<file path="src/rtl/bcd_gray_arbiter.sv">
// bcd_gray_arbiter: two requesters offer a BCD digit; a round-robin arbiter
// grants one at a time, the digit is converted to Gray code and held on the
// output until the consumer takes it. Per-requester completion counters.
// Optional feature macro: BCD_GRAY_ERR_CHECK_EN (flags digits above 9 on out_err).
//
// Handshake: a requester transfers its digit in a cycle where reqN_valid and
// reqN_ready are both high; the result transfers in a cycle where out_valid
// and out_ready are both high. Ready outputs never depend on a transfer that
// has not happened yet, and out_valid/out_gray/out_id/out_err stay stable
// until the result transfers.
module bcd_gray_arbiter #(
  parameter int CNT_W = 8
) (
  input  logic             clk,
  input  logic             rst_n,
  input  logic             req0_valid,
  input  logic [3:0]       req0_bcd,
  output logic             req0_ready,
  input  logic             req1_valid,
  input  logic [3:0]       req1_bcd,
  output logic             req1_ready,
  output logic             out_valid,
  output logic [3:0]       out_gray,
  output logic             out_id,
  output logic             out_err,
  input  logic             out_ready,
  output logic [CNT_W-1:0] cnt0,
  output logic [CNT_W-1:0] cnt1,
  output logic [1:0]       state_o
);

  typedef enum logic [1:0] {
    S_IDLE    = 2'd0,
    S_CONVERT = 2'd1,
    S_HOLD    = 2'd2
  } state_t;

  state_t           state_q, state_d;
  logic [3:0]       dig_q;
  logic             id_q;
  logic             last_q;    // requester that completed most recently
  logic             valid_q;
  logic [3:0]       gray_q;
  logic             oid_q;
  logic [CNT_W-1:0] cnt0_q, cnt1_q;
  logic             grant_vld;
  logic             grant_id;
  logic             accept;
  logic             done;

  // Arbitration: single requester wins outright, a tie goes to the one not served last
  always_comb begin
    grant_vld = req0_valid | req1_valid;
    grant_id  = 1'b0;
    if (req0_valid && req1_valid) begin
      grant_id = ~last_q;
    end else if (req1_valid) begin
      grant_id = 1'b1;
    end
  end

  // State register
  always_ff @(posedge clk or negedge rst_n) begin
    if (!rst_n) begin
      state_q <= S_IDLE;
    end else begin
      state_q <= state_d;
    end
  end

  // Next-state logic
  always_comb begin
    state_d = state_q;
    case (state_q)
      S_IDLE:    if (grant_vld) state_d = S_CONVERT;
      S_CONVERT: state_d = S_HOLD;
      S_HOLD:    if (out_ready) state_d = S_IDLE;
      default:   state_d = S_IDLE;
    endcase
  end

  // FSM outputs: ready only in IDLE (and never while reset is held), result handshake in HOLD
  always_comb begin
    accept     = (state_q == S_IDLE) && grant_vld && rst_n;
    req0_ready = accept && !grant_id;
    req1_ready = accept && grant_id;
    done       = (state_q == S_HOLD) && out_ready;
  end

  // Datapath: capture on grant, convert in CONVERT, retire and count in HOLD
  always_ff @(posedge clk or negedge rst_n) begin
    if (!rst_n) begin
      dig_q   <= 4'd0;
      id_q    <= 1'b0;
      last_q  <= 1'b1;
      valid_q <= 1'b0;
      gray_q  <= 4'd0;
      oid_q   <= 1'b0;
      cnt0_q  <= '0;
      cnt1_q  <= '0;
    end else begin
      if (accept) begin
        dig_q <= grant_id ? req1_bcd : req0_bcd;
        id_q  <= grant_id;
      end
      if (state_q == S_CONVERT) begin
        gray_q  <= dig_q ^ {1'b0, dig_q[3:1]};
        oid_q   <= id_q;
        valid_q <= 1'b1;
      end
      if (done) begin
        valid_q <= 1'b0;
        last_q  <= oid_q;
        if (oid_q) begin
          cnt1_q <= cnt1_q + CNT_W'(1);
        end else begin
          cnt0_q <= cnt0_q + CNT_W'(1);
        end
      end
    end
  end

`ifdef BCD_GRAY_ERR_CHECK_EN
  logic err_q;

  // Error flag: digit outside 0..9, registered alongside the Gray result
  always_ff @(posedge clk or negedge rst_n) begin
    if (!rst_n) begin
      err_q <= 1'b0;
    end else if (state_q == S_CONVERT) begin
      err_q <= (dig_q > 4'd9);
    end
  end

  assign out_err = err_q;
`else
  assign out_err = 1'b0;
`endif

  assign out_valid = valid_q;
  assign out_gray  = gray_q;
  assign out_id    = oid_q;
  assign cnt0      = cnt0_q;
  assign cnt1      = cnt1_q;
  assign state_o   = state_q;

endmodule

</file>
<file path="config.mk">
export PLATFORM = sky130hd
export DESIGN_NAME = bcd_gray_arbiter
export DESIGN_NICKNAME = d
export VERILOG_FILES = /design/src/rtl/bcd_gray_arbiter.sv
export SDC_FILE = /design/constraint.sdc
export NUM_CORES = 1
export LEC_CHECK = 0
export ABC_CLOCK_PERIOD_IN_PS = 1700
export BUFFER_PORTS_ARGS = -buffer_cell sky130_fd_sc_hd__buf_2
export CORE_AREA = 3 3 64 66
export DETAILED_ROUTE_END_ITERATION = 8
export DIE_AREA = 0 0 67 69
export GPL_TIMING_DRIVEN = 0
export PLACE_DENSITY = 0.61
export SLEW_MARGIN = 0
export SYNTH_ARGS = -nofsm -noshare
export SYNTH_HDL_FRONTEND = slang
export SYNTH_SLANG_ARGS = --single-unit
</file>
<file path="constraint.sdc">
create_clock -name clk -period 1.7 [get_ports clk]
set_input_delay 0.085 -clock clk [delete_from_list [all_inputs] [get_ports clk]]
set_output_delay 0.085 -clock clk [all_outputs]
set_load 0.02 [all_outputs]
</file>
==> metrics.md, run 1 <==
| Metric | Value |
|---|---|
| Largest net degree at the start of global routing | 30 |
| Synth Area in Compound Gates | 2.66% |
| Req. time, crit path | 1.62 ns |
| Area after DPL | 1660 sq um |
| Site row count | 22 |
| Critical-path maximum fanout | 9 |
| Via count | 1,000 |
| Num CTS Buffers | 5 |
| Post-synthesis sequential area ratio | 53.4% |
| Die W | 67 um |
| Final instance area | 1800 sq um |
| Part of the power in combinational logic | 39.8% |
| Drt first pass iters | 4 |
| Main area contributors after synthesis | dfrtp_1 52%, mux2_2 10%, xor2_1 6.2% |
| Hold Vio Cnt, Final | 0 |
| Yosys reg bits | 30 |
| Syn. warnings | 0 |
| Global route overflow | 0 |
| WP data arrival | 1.48 ns |
| Gpl congestion | 0.688 |
| Syn Nets | 132 |
| Max VDD drop | 0.000754 V |
| CTS tree | built |
| MaxCap Viol Count | 0 |
| # DRC | 0 |
| Vias in the first global route | 975 |
| Synth area leader | dfrtp_1 |
| ANT cells | 0 |
| Clock Sinks | 30 |
| P_leak | 0.922 nW |
| Internal power | 1.86 mW |
| GR Layer Usage met2 | 19.0% |
| Crit path time final | 1.56 ns |
| Dpl ws | -0.0692 ns |
| Effective utilization at floorplan | 38.8% |
| Worst-Skew Late Latency | 0.28 ns |
| Nets | 181 |
| Area grow syn2layout | 27.7% |
| First-pass GRT wire length | 4.40 mm |
| Root Driver | clkbuf_8 |
| Yosys top cell area share | 51.5% |
| Via density | 4.65 |
| Worst setup margin | 0.138 ns |
| Mapped Cells | 117 |
| Routing usage on met1 | 16.1% |
| Initial antenna violation count | 0 |
| Post-synth top flop | dfrtp_1 |
| Xor and xnor fraction of the mapped netlist area | 10.6% |
| M3 GR Usage | 5.05% |
| Initial drt markers | 41 |
| Areal power density over the cells | 1650 nW/um^2 |
| Top post-synthesis cells by count | 29 x dfrtp_1, 13 x mux2_2, 12 x nand2_1, 10 x xor2_1, 9 x nor3_1 |
| Seq pwr share | 40.6% |
| EDFF count, synth | 0 |
| Post-synthesis simple-gate area fraction | 16.9% |
| Main combinational cell family by area after synthesis | simple AND/OR/NAND/NOR gates |
| Count leader, synth | dfrtp_1 |
| Switching Share | 37.5% |
| Mapped Area | 1410 sq um |
| Mapped Avg Cell Area | 12.0 sq um |
| Fillcell total | 349 |
| Post-route ant nets | 0 |
| Max Clock Skew | 0.00591 ns |
| Port Buffer Count | 38 |
| GRT Total Usage | 12.8% |
| Slew Viols, Final | 0 |
| Synth cell types | 28 |
| Highest clock rate | 640 MHz |
| Sw Pwr | 1.12 mW |
| Crit end category | output pin |
| Clock slew at reported path FFs | 0.06 ns |
| I/O pins | 40 |
| Layout cells sized above 1 | 42.5% |
| H-tree levels | 2 |
| Mux contribution to synthesized area | 10.4% |
| Most Crowded Layer GR | met2 |
| Routed wire length | 2.65 mm |
| Sum Neg Setup Slack | 0 ns |
| Die height | 69 um |
| Die area | 4620 sq um |
| Clock buffer depth | 2 |
| Tot Pwr | 2.98 mW |
| Critical path type | reg -> out |
| Hold crit path type | in -> reg |
| Final setup violation count | 0 |
| Status | finished, final reports clean |
| DP HPWL | 1.89 mm |
| RSZ-0062 raised after global routing | no |
| Routed len/inst | 12.3 um |
| Clock power frac | 19.6% |
| Tcrit/Tclk final | 91.9% |
| Ys async rst share | 100% |
| Startpoint types | flop |
| Synth Area in Adders | 1.78% |
| Core region area | 3630 sq um |
-- final cells by class --
cell class,count,area [sq um],share of cell area [%]
Buffer,5,46.3,2.57
Clock buffer,7,86.3,4.80
Clock inverter,1,5.00,0.278
Inverter,3,11.3,0.626
Multi-Input combinational cell,79,603,33.5
Sequential cell,30,752,41.8
Tap cell,48,60.1,3.34
Timing Repair Buffer,42,235,13.1
-- through the flow --
stage / instances / util [%] / hold WS [ns]
6_report: 215 / 49.5 / 0.0918
5_1_grt: 215 / 49.5 / 0.0883
4_1_cts: 215 / 49.4 / 0.0864
3_5_place_dp: 203 / 45.7 / 0.162
3_3_place_gp: 203 / 45.7 / 0.155
2_1_floorplan: 117 / - / -0.211
-- worst max-delay path: stages, from the launching register on --
cell and delay, ns:
dfrtp_1 0.39, buf_6 0.14, nor4b_4 0.34, and2_1 0.17, buf_2 0.15
-- flip-flops by register name (all words and copies together), names as in the netlist --
register / flops
cnt0: 8
state_o: 2
out_id: 1
cnt1: 8
dig_q: 4
out_valid: 1
last_q: 1
out_gray: 4
id_q: 1
-- cell usage in the layout (no fill, tap or decap), types with 2 or more instances in the layout --
master	Yosys	layout
buf_2	1	39
buf_6	3	3
nor3_1	9	9
nand2b_1	2	2
o21ai_0	5	5
buf_4	1	3
clkbuf_8	0	6
dfrtp_1	29	29
xor2_1	10	10
nand3_1	2	2
nand4b_1	2	2
nor2_1	3	3
mux2_2	13	13
nor4_1	2	2
nand2_1	12	12
ha_1	2	2
xnor2_1	7	7
inv_1	3	3
-- cell families after synthesis --
kind of cell / count (synthesis)
AO/OA/AOI/OAI: 7
XOR/XNOR: 17
multiplexers: 13
flip-flops: 30
other: 1
AND/OR/NAND/NOR: 39
buffers and inverters: 8
adder cells (fa/ha/maj): 2
-- power groups by stage --
stage / Sequential (mW) / Combinational, mW / Clock, mW
finish: 1.21 / 1.18 / 0.582
global route: 1.26 / 1.30 / 0.645
CTS: 1.21 / 1.20 / 0.602
detailed placement: 1.22 / 1.18 / 0
global placement: 1.21 / 1.16 / 0
floorplan: 1.40 / 0.632 / 0
-- final timing paths --
path | from | to | slack (ns) | cells after the start
max | state_o[0]$_DFFE_PN0P_ | req1_ready | 0.14 | 4
min | out_ready | state_o[1]$_DFFE_PN0P_ | 0.09 | 2
max reg2reg | state_o[0]$_DFFE_PN0P_ | dig_q[0]$_DFFE_PN0P_ | 0.18 | 4
min reg2reg | cnt0[7]$_DFFE_PN0P_ | cnt0[7]$_DFFE_PN0P_ | 0.47 | 1
max in group asynchronous | rst_n | id_q$_DFFE_PN0P_ | 1.20 | 3
min in group asynchronous | rst_n | cnt0[7]$_DFFE_PN0P_ | 0.33 | 3
-- per-layer routing --
layer	wire (um)	vias up
met3	244	5
met1	1150	470
met4	41	0
met2	1210	35
li1	-	490
met5	0	-
-- repair_timing --
action                                  CTS  global route
hold buffers                              2             0
endpoints found under the hold margin    29             0
pin swaps                                 1             0
setup buffers                             2             0
resized for setup                         0             1
endpoints found under the setup margin    2             6
Note: power is estimated with default switching activity, not from simulation.
==> inputs of run 2 (changes only) <==
Settings changed: CTS_BUF_LIST from default to sky130_fd_sc_hd__clkbuf_16.
==> run 2 against run 1 <==
First-iteration DRC count rose by 44%. Power is 7.9% higher. Critical endpoint unchanged. Largest power group unchanged. Wire length up 0.87%. Largest cell class unchanged. Critical path type unchanged.
==> metrics.md, run 2 (same netlist as run 1, synthesis figures left out) <==
| Metric | Value |
|---|---|
| Final instance area | 1850 sq um |
| Worst hold path stage count | 2 |
| Tot Pwr | 3.21 mW |
| WP data arrival | 1.47 ns |
| Max Clock Skew | 0.00469 ns |
| Effective utilization at floorplan | 38.8% |
| Die area | 4620 sq um |
| R2R cell count | 4 |
| Startpoint types | flop |
| Worst-Skew Late Latency | 0.27 ns |
| Worst Hold Endpoint | state_o[1]$_DFFE_PN0P_ |
| Internal power | 2.06 mW |
| Worst r2r src | state_o[0]$_DFFE_PN0P_ |
| Fillcell total | 345 |
| Hold crit path type | in -> reg |
| Clock slew at reported path FFs | 0.05 ns |
| Initial antenna violation count | 0 |
| Largest net degree at the start of global routing | 30 |
| Port Buffer Count | 38 |
| First-pass GRT wire length | 4.42 mm |
| Hold Vio Cnt, Final | 0 |
| Via density | 4.67 |
| Die height | 69 um |
| Clock power frac | 25.4% |
| Seq pwr share | 37.8% |
| Layout cells sized above 1 | 41.9% |
| Slowest stage delay, CP | 0.39 ns |
| Most frequent cells in the layout | 39 x buf_2, 29 x dfrtp_1, 13 x mux2_2 |
| Tcrit/Tclk final | 91.5% |
| Area after DPL | 1660 sq um |
| Gpl congestion | 0.688 |
| Util after Layout | 50.8% |
| Area grow syn2layout | 31.0% |
| Critical path type | reg -> out |
| MaxCap Viol Count | 0 |
| Clock buffer depth | 2 |
| Nets | 181 |
| Clock Sinks | 30 |
| Die W | 67 um |
| Number of cells after detailed placement | 203 |
| Final setup violation count | 0 |
| Max VDD drop | 0.000799 V |
| Part of the power in combinational logic | 36.8% |
| Top delay family on crit path | simple AND/OR/NAND/NOR gates |
| Root Driver | clkbuf_16 |
| Slew Viols, Final | 0 |
| Routed wire length | 2.68 mm |
| Post-route ant nets | 0 |
| ANT cells | 0 |
| H-tree levels | 2 |
| Register area | 752 sq um |
| Core region area | 3630 sq um |
| Crit path time final | 1.56 ns |
| CTS tree | built |
| Worst reg-to-reg setup slack | 0.18 ns |
| Routed len/inst | 12.4 um |
| Areal power density over the cells | 1740 nW/um^2 |
| Vias in the first global route | 970 |
| FF-to-FF End | dig_q[0]$_DFFE_PN0P_ |
| # DRC | 0 |
| Levels on crit path | 4 |
| Buf/Inv on CP | 2 |
| I/O pins | 40 |
| Cell at the slowest stage of the critical path | dfrtp_1 |
| P_leak | 0.946 nW |
| RSZ-0062 raised after global routing | no |
| Req. time, crit path | 1.62 ns |
| Global route overflow | 0 |
| Critical-path maximum fanout | 9 |
| Switching Share | 35.8% |
| Status | finished, final reports clean |
| Site row count | 22 |
| CP Cell Sequence | buf_6 > nor4b_4 > and2_1 > buf_2 |
| Via count | 1,003 |
| GRT Total Usage | 13.1% |
| Drt first pass iters | 3 |
| Crit end category | output pin |
| Most common cell after layout, fill and taps aside | buf_2 |
| Initial drt markers | 59 |
| Worst Hold Launch | out_ready |
| DP HPWL | 1.89 mm |
| Multi-input logic area | 603 sq um |
| Sum Neg Setup Slack | 0 ns |
| Non-Filler Instances | 215 |
| Sw Pwr | 1.15 mW |
| Num CTS Buffers | 5 |
| Highest clock rate | 643 MHz |
==> run 2: cell type report <==
cell class / count / share of cell area [%]
inverter: 3 / 0.610
clock inverter: 3 / 0.678
multi-input combinational: 79 / 32.7
tap: 48 / 3.25
buffer: 5 / 2.51
timing repair buffer: 42 / 12.7
sequential: 30 / 40.7
clock buffer: 5 / 6.78
==> run 2: power groups by stage <==
stage / combinational [mW] / sequential [mW] / clock (mW)
2_1_floorplan: 0.632 / 1.40 / 0
3_3_place_gp: 1.16 / 1.21 / 0
3_5_place_dp: 1.18 / 1.22 / 0
4_1_cts: 1.20 / 1.21 / 0.837
5_1_grt: 1.29 / 1.26 / 0.885
6_report: 1.18 / 1.21 / 0.814
==> run 2: metrics by stage <==
stage	setup WS, ns	hold WS, ns
5_1_grt	0.0735	0.102
4_1_cts	0.00791	0.0963
3_3_place_gp	-0.0327	0.155
2_1_floorplan	0.194	-0.211
6_report	0.145	0.102
3_5_place_dp	-0.0692	0.162
==> run 2: layer usage <==
layer | wire, um | up-vias | global-route usage [%]
met2 | 1210 | 35 | 19.0
met4 | 38 | 0 | 6.08
met3 | 256 | 5 | 6.51
met5 | 0 | - | 0
li1 | - | 492 | -
met1 | 1170 | 471 | 16.0
==> run 2: worst register-to-register path, delay by kind of cell, from the launching register on <==
kind | cells | cell delay [ns]
buffers and inverters | 2 | 0.34
flip-flops | 1 | 0.39
multiplexers | 1 | 0.33
AND/OR/NAND/NOR | 1 | 0.34
==> run 2: timing repair <==
action | CTS | global route
buffers inserted | 2 | 0
pin swaps | 1 | 0
endpoints found under the hold margin | 29 | 0
gates resized for setup | 0 | 1
setup endpoints to repair | 2 | 5
hold buffers | 2 | 0
==> run 2: how the worst max path moves through the flow <==
stage | to | slack (ns) | from
2_1_floorplan | dig_q[0]$_DFFE_PN0P_ | 0.19 | state_o[1]$_DFFE_PN0P_
3_3_place_gp | dig_q[0]$_DFFE_PN0P_ | -0.03 | rst_n
3_5_place_dp | dig_q[0]$_DFFE_PN0P_ | -0.07 | rst_n
4_1_cts | dig_q[3]$_DFFE_PN0P_ | 0.008 | last_q$_DFFE_PN1P_
5_1_grt | req0_ready | 0.07 | state_o[0]$_DFFE_PN0P_
6_report | req1_ready | 0.14 | state_o[0]$_DFFE_PN0P_
==> inputs of run 3 (changes only) <==
Settings changed: CORE_AREA 3 3 64 66 to 3 3 57 59, DIE_AREA 0 0 67 69 to 0 0 60 62, PLACE_DENSITY 0.61 to 0.75, RECOVER_POWER from default to 50, SKIP_LAST_GASP from default to 1.
==> run 3 against run 2 <==
Count of clock-buffer cells in the layout stayed put. Register-to-register slack worse by 0.07 ns. Power is 1.0% lower. Sequential power hardly changed. Hold slack better by 0.011 ns. Worst setup slack worse by 0.036 ns. Wire length is 0.82% higher. Clock skew is 0.0020 ns lower. Die area is 20% lower. Sequential share of layout area is 1.2 points higher.
==> metrics.md, run 3 (same netlist as run 1, synthesis figures left out) <==
| Metric | Value |
|---|---|
| Post-cts repair resize count | 0 |
| CTS tree | built |
| Worst setup margin | 0.109 ns |
| MaxCap Viol Count | 0 |
| Post-route ant nets | 0 |
| Slew @ Worst Pin | 0.700 ns |
| Vias in the first global route | 965 |
| Routed wire length | 2.70 mm |
| Worst Hold Endpoint | state_o[1]$_DFFE_PN0P_ |
| Site row count | 19 |
| Rel. slew slack | 53.3% |
| Die W | 60 um |
| Number of cells after detailed placement | 186 |
| DP HPWL | 1.87 mm |
| Die area | 3720 sq um |
| Core region area | 2760 sq um |
| Crit end category | flop |
| Drt first pass iters | 2 |
| Worst r2r src | last_q$_DFFE_PN1P_ |
| CP Cell Sequence | a21boi_1 > mux2_2 > mux2_2 |
| Areal power density over the cells | 1770 nW/um^2 |
| Critical path type | reg -> reg |
| Slew Viols, Final | 0 |
| Area grow syn2layout | 27.2% |
| Largest net degree at the start of global routing | 30 |
| Worst hold slack | 0.113 ns |
| Tcrit/Tclk final | 93.6% |
| Via count | 985 |
| WP data arrival | 1.74 ns |
| GRT Total Usage | 16.7% |
| Clock slew at reported path FFs | 0.05 ns |
| Clock buffer depth | 2 |
| Num CTS Buffers | 5 |
| Clock Sinks | 30 |
| Highest clock rate | 629 MHz |
| Via density | 4.97 |
| Effective utilization at floorplan | 51.1% |
| Max Clock Skew | 0.00267 ns |
| Initial drt markers | 27 |
| Layout cells sized above 1 | 34.7% |
| Most common cell after layout, fill and taps aside | dfrtp_1 |
| Worst-Skew Late Latency | 0.27 ns |
| Critical-path maximum fanout | 7 |
| Sum Neg Setup Slack | 0 ns |
| Final setup violation count | 0 |
| Worst Hold Launch | out_ready |
| Buf/Inv on CP | 0 |
| R2R cell count | 3 |
| Max VDD drop | 0.00142 V |
| Die height | 62 um |
| Port Buffer Count | 38 |
| Global route overflow | 0 |
| P_leak | 0.906 nW |
| Most frequent CP cell | mux2_2 |
| Nets | 181 |
| First-pass GRT wire length | 4.39 mm |
| Gpl congestion | 0.749 |
| I/O pins | 40 |
| Initial antenna violation count | 0 |
| ANT cells | 0 |
| Req. time, crit path | 1.85 ns |
| Top delay family on crit path | multiplexers |
| Routed len/inst | 13.6 um |
| RSZ-0062 raised after global routing | no |
| Most frequent cells in the layout | 29 x dfrtp_1, 28 x buf_2, 13 x mux2_2 |
| Startpoint types | flop |
| Worst hold path stage count | 2 |
| Hold crit path type | in -> reg |
| Root Driver | clkbuf_16 |
| Hold Vio Cnt, Final | 0 |
| Worst reg-to-reg setup slack | 0.11 ns |
| # DRC | 0 |
| Dpl ws | -0.0467 ns |
| Cell at the slowest stage of the critical path | a21boi_1 |
| Crit path time final | 1.59 ns |
| Non-Filler Instances | 198 |
| Slowest stage delay, CP | 0.44 ns |
| Status | finished, final reports clean |
| H-tree levels | 2 |
| FF-to-FF End | dig_q[2]$_DFFE_PN0P_ |
[run 3: cell count changes in the layout (fill, tap and decap cells not counted), sizes merged]
| cell | before | now |
|---|---|---|
| clkbuf | 5 | 17 |
| buf | 46 | 34 |
[run 3: worst reg2reg max path, delay by kind of cell (launching register included)]
family	cells	cell delay [ns]
flip-flops	1	0.37
AO/OA/AOI/OAI	1	0.44
multiplexers	2	0.66
[run 3: per-layer routing]
layer | vias up | part of all wire (%) | track usage, %
li1 | 489 | - | -
met1 | 462 | 44 | 19.6
met2 | 29 | 48 | 27.3
met3 | 5 | 5.7 | 5.79
met4 | 0 | 2.0 | 8.54
met5 | - | 0 | 0
[run 3: metrics by stage]
step	area, sq um	power, mW	utilization (%)
2_1_floorplan	1410	2.03	-
3_5_place_dp	1640	2.39	59.4
4_1_cts	1820	3.25	66.0
6_report	1790	3.18	65.0
3_3_place_gp	1640	2.35	59.4
5_1_grt	1790	3.39	65.0
[run 3: timing repair]
action,in CTS,in global routing
buffers inserted,2,0
endpoints found under the hold margin,29,0
hold buffers,2,0
setup endpoints to repair,2,0
[run 3: final cells by class]
cell class	count	area [sq um]
clock buffers	5	125
multi-input cells	79	599
repair buffers	42	206
well taps	31	38.8
fillers	211	966
flip-flops and latches	30	752
inverters	3	11.3
plain buffers	5	46.3
clock inverters	3	12.5
[run 3: worst max-delay path by stage]
stage / from / end / slack [ns] / cells past startpoint
2_1_floorplan: state_o[1]$_DFFE_PN0P_ / dig_q[0]$_DFFE_PN0P_ / 0.19 / 3
3_3_place_gp: rst_n / dig_q[0]$_DFFE_PN0P_ / -0.0006 / 3
3_5_place_dp: rst_n / dig_q[2]$_DFFE_PN0P_ / -0.05 / 3
4_1_cts: last_q$_DFFE_PN1P_ / dig_q[2]$_DFFE_PN0P_ / 0.08 / 3
5_1_grt: last_q$_DFFE_PN1P_ / dig_q[2]$_DFFE_PN0P_ / 0.008 / 3
6_report: last_q$_DFFE_PN1P_ / dig_q[2]$_DFFE_PN0P_ / 0.11 / 3
[run 3: power breakdown]
| part | switching, mW | leakage [nW] | internal (mW) | total (mW) |
|---|---|---|---|---|
| registers | 0.227 | 0.371 | 0.978 | 1.21 |
| clock network | 0.275 | 0.0724 | 0.526 | 0.801 |
| logic | 0.641 | 0.463 | 0.529 | 1.17 |
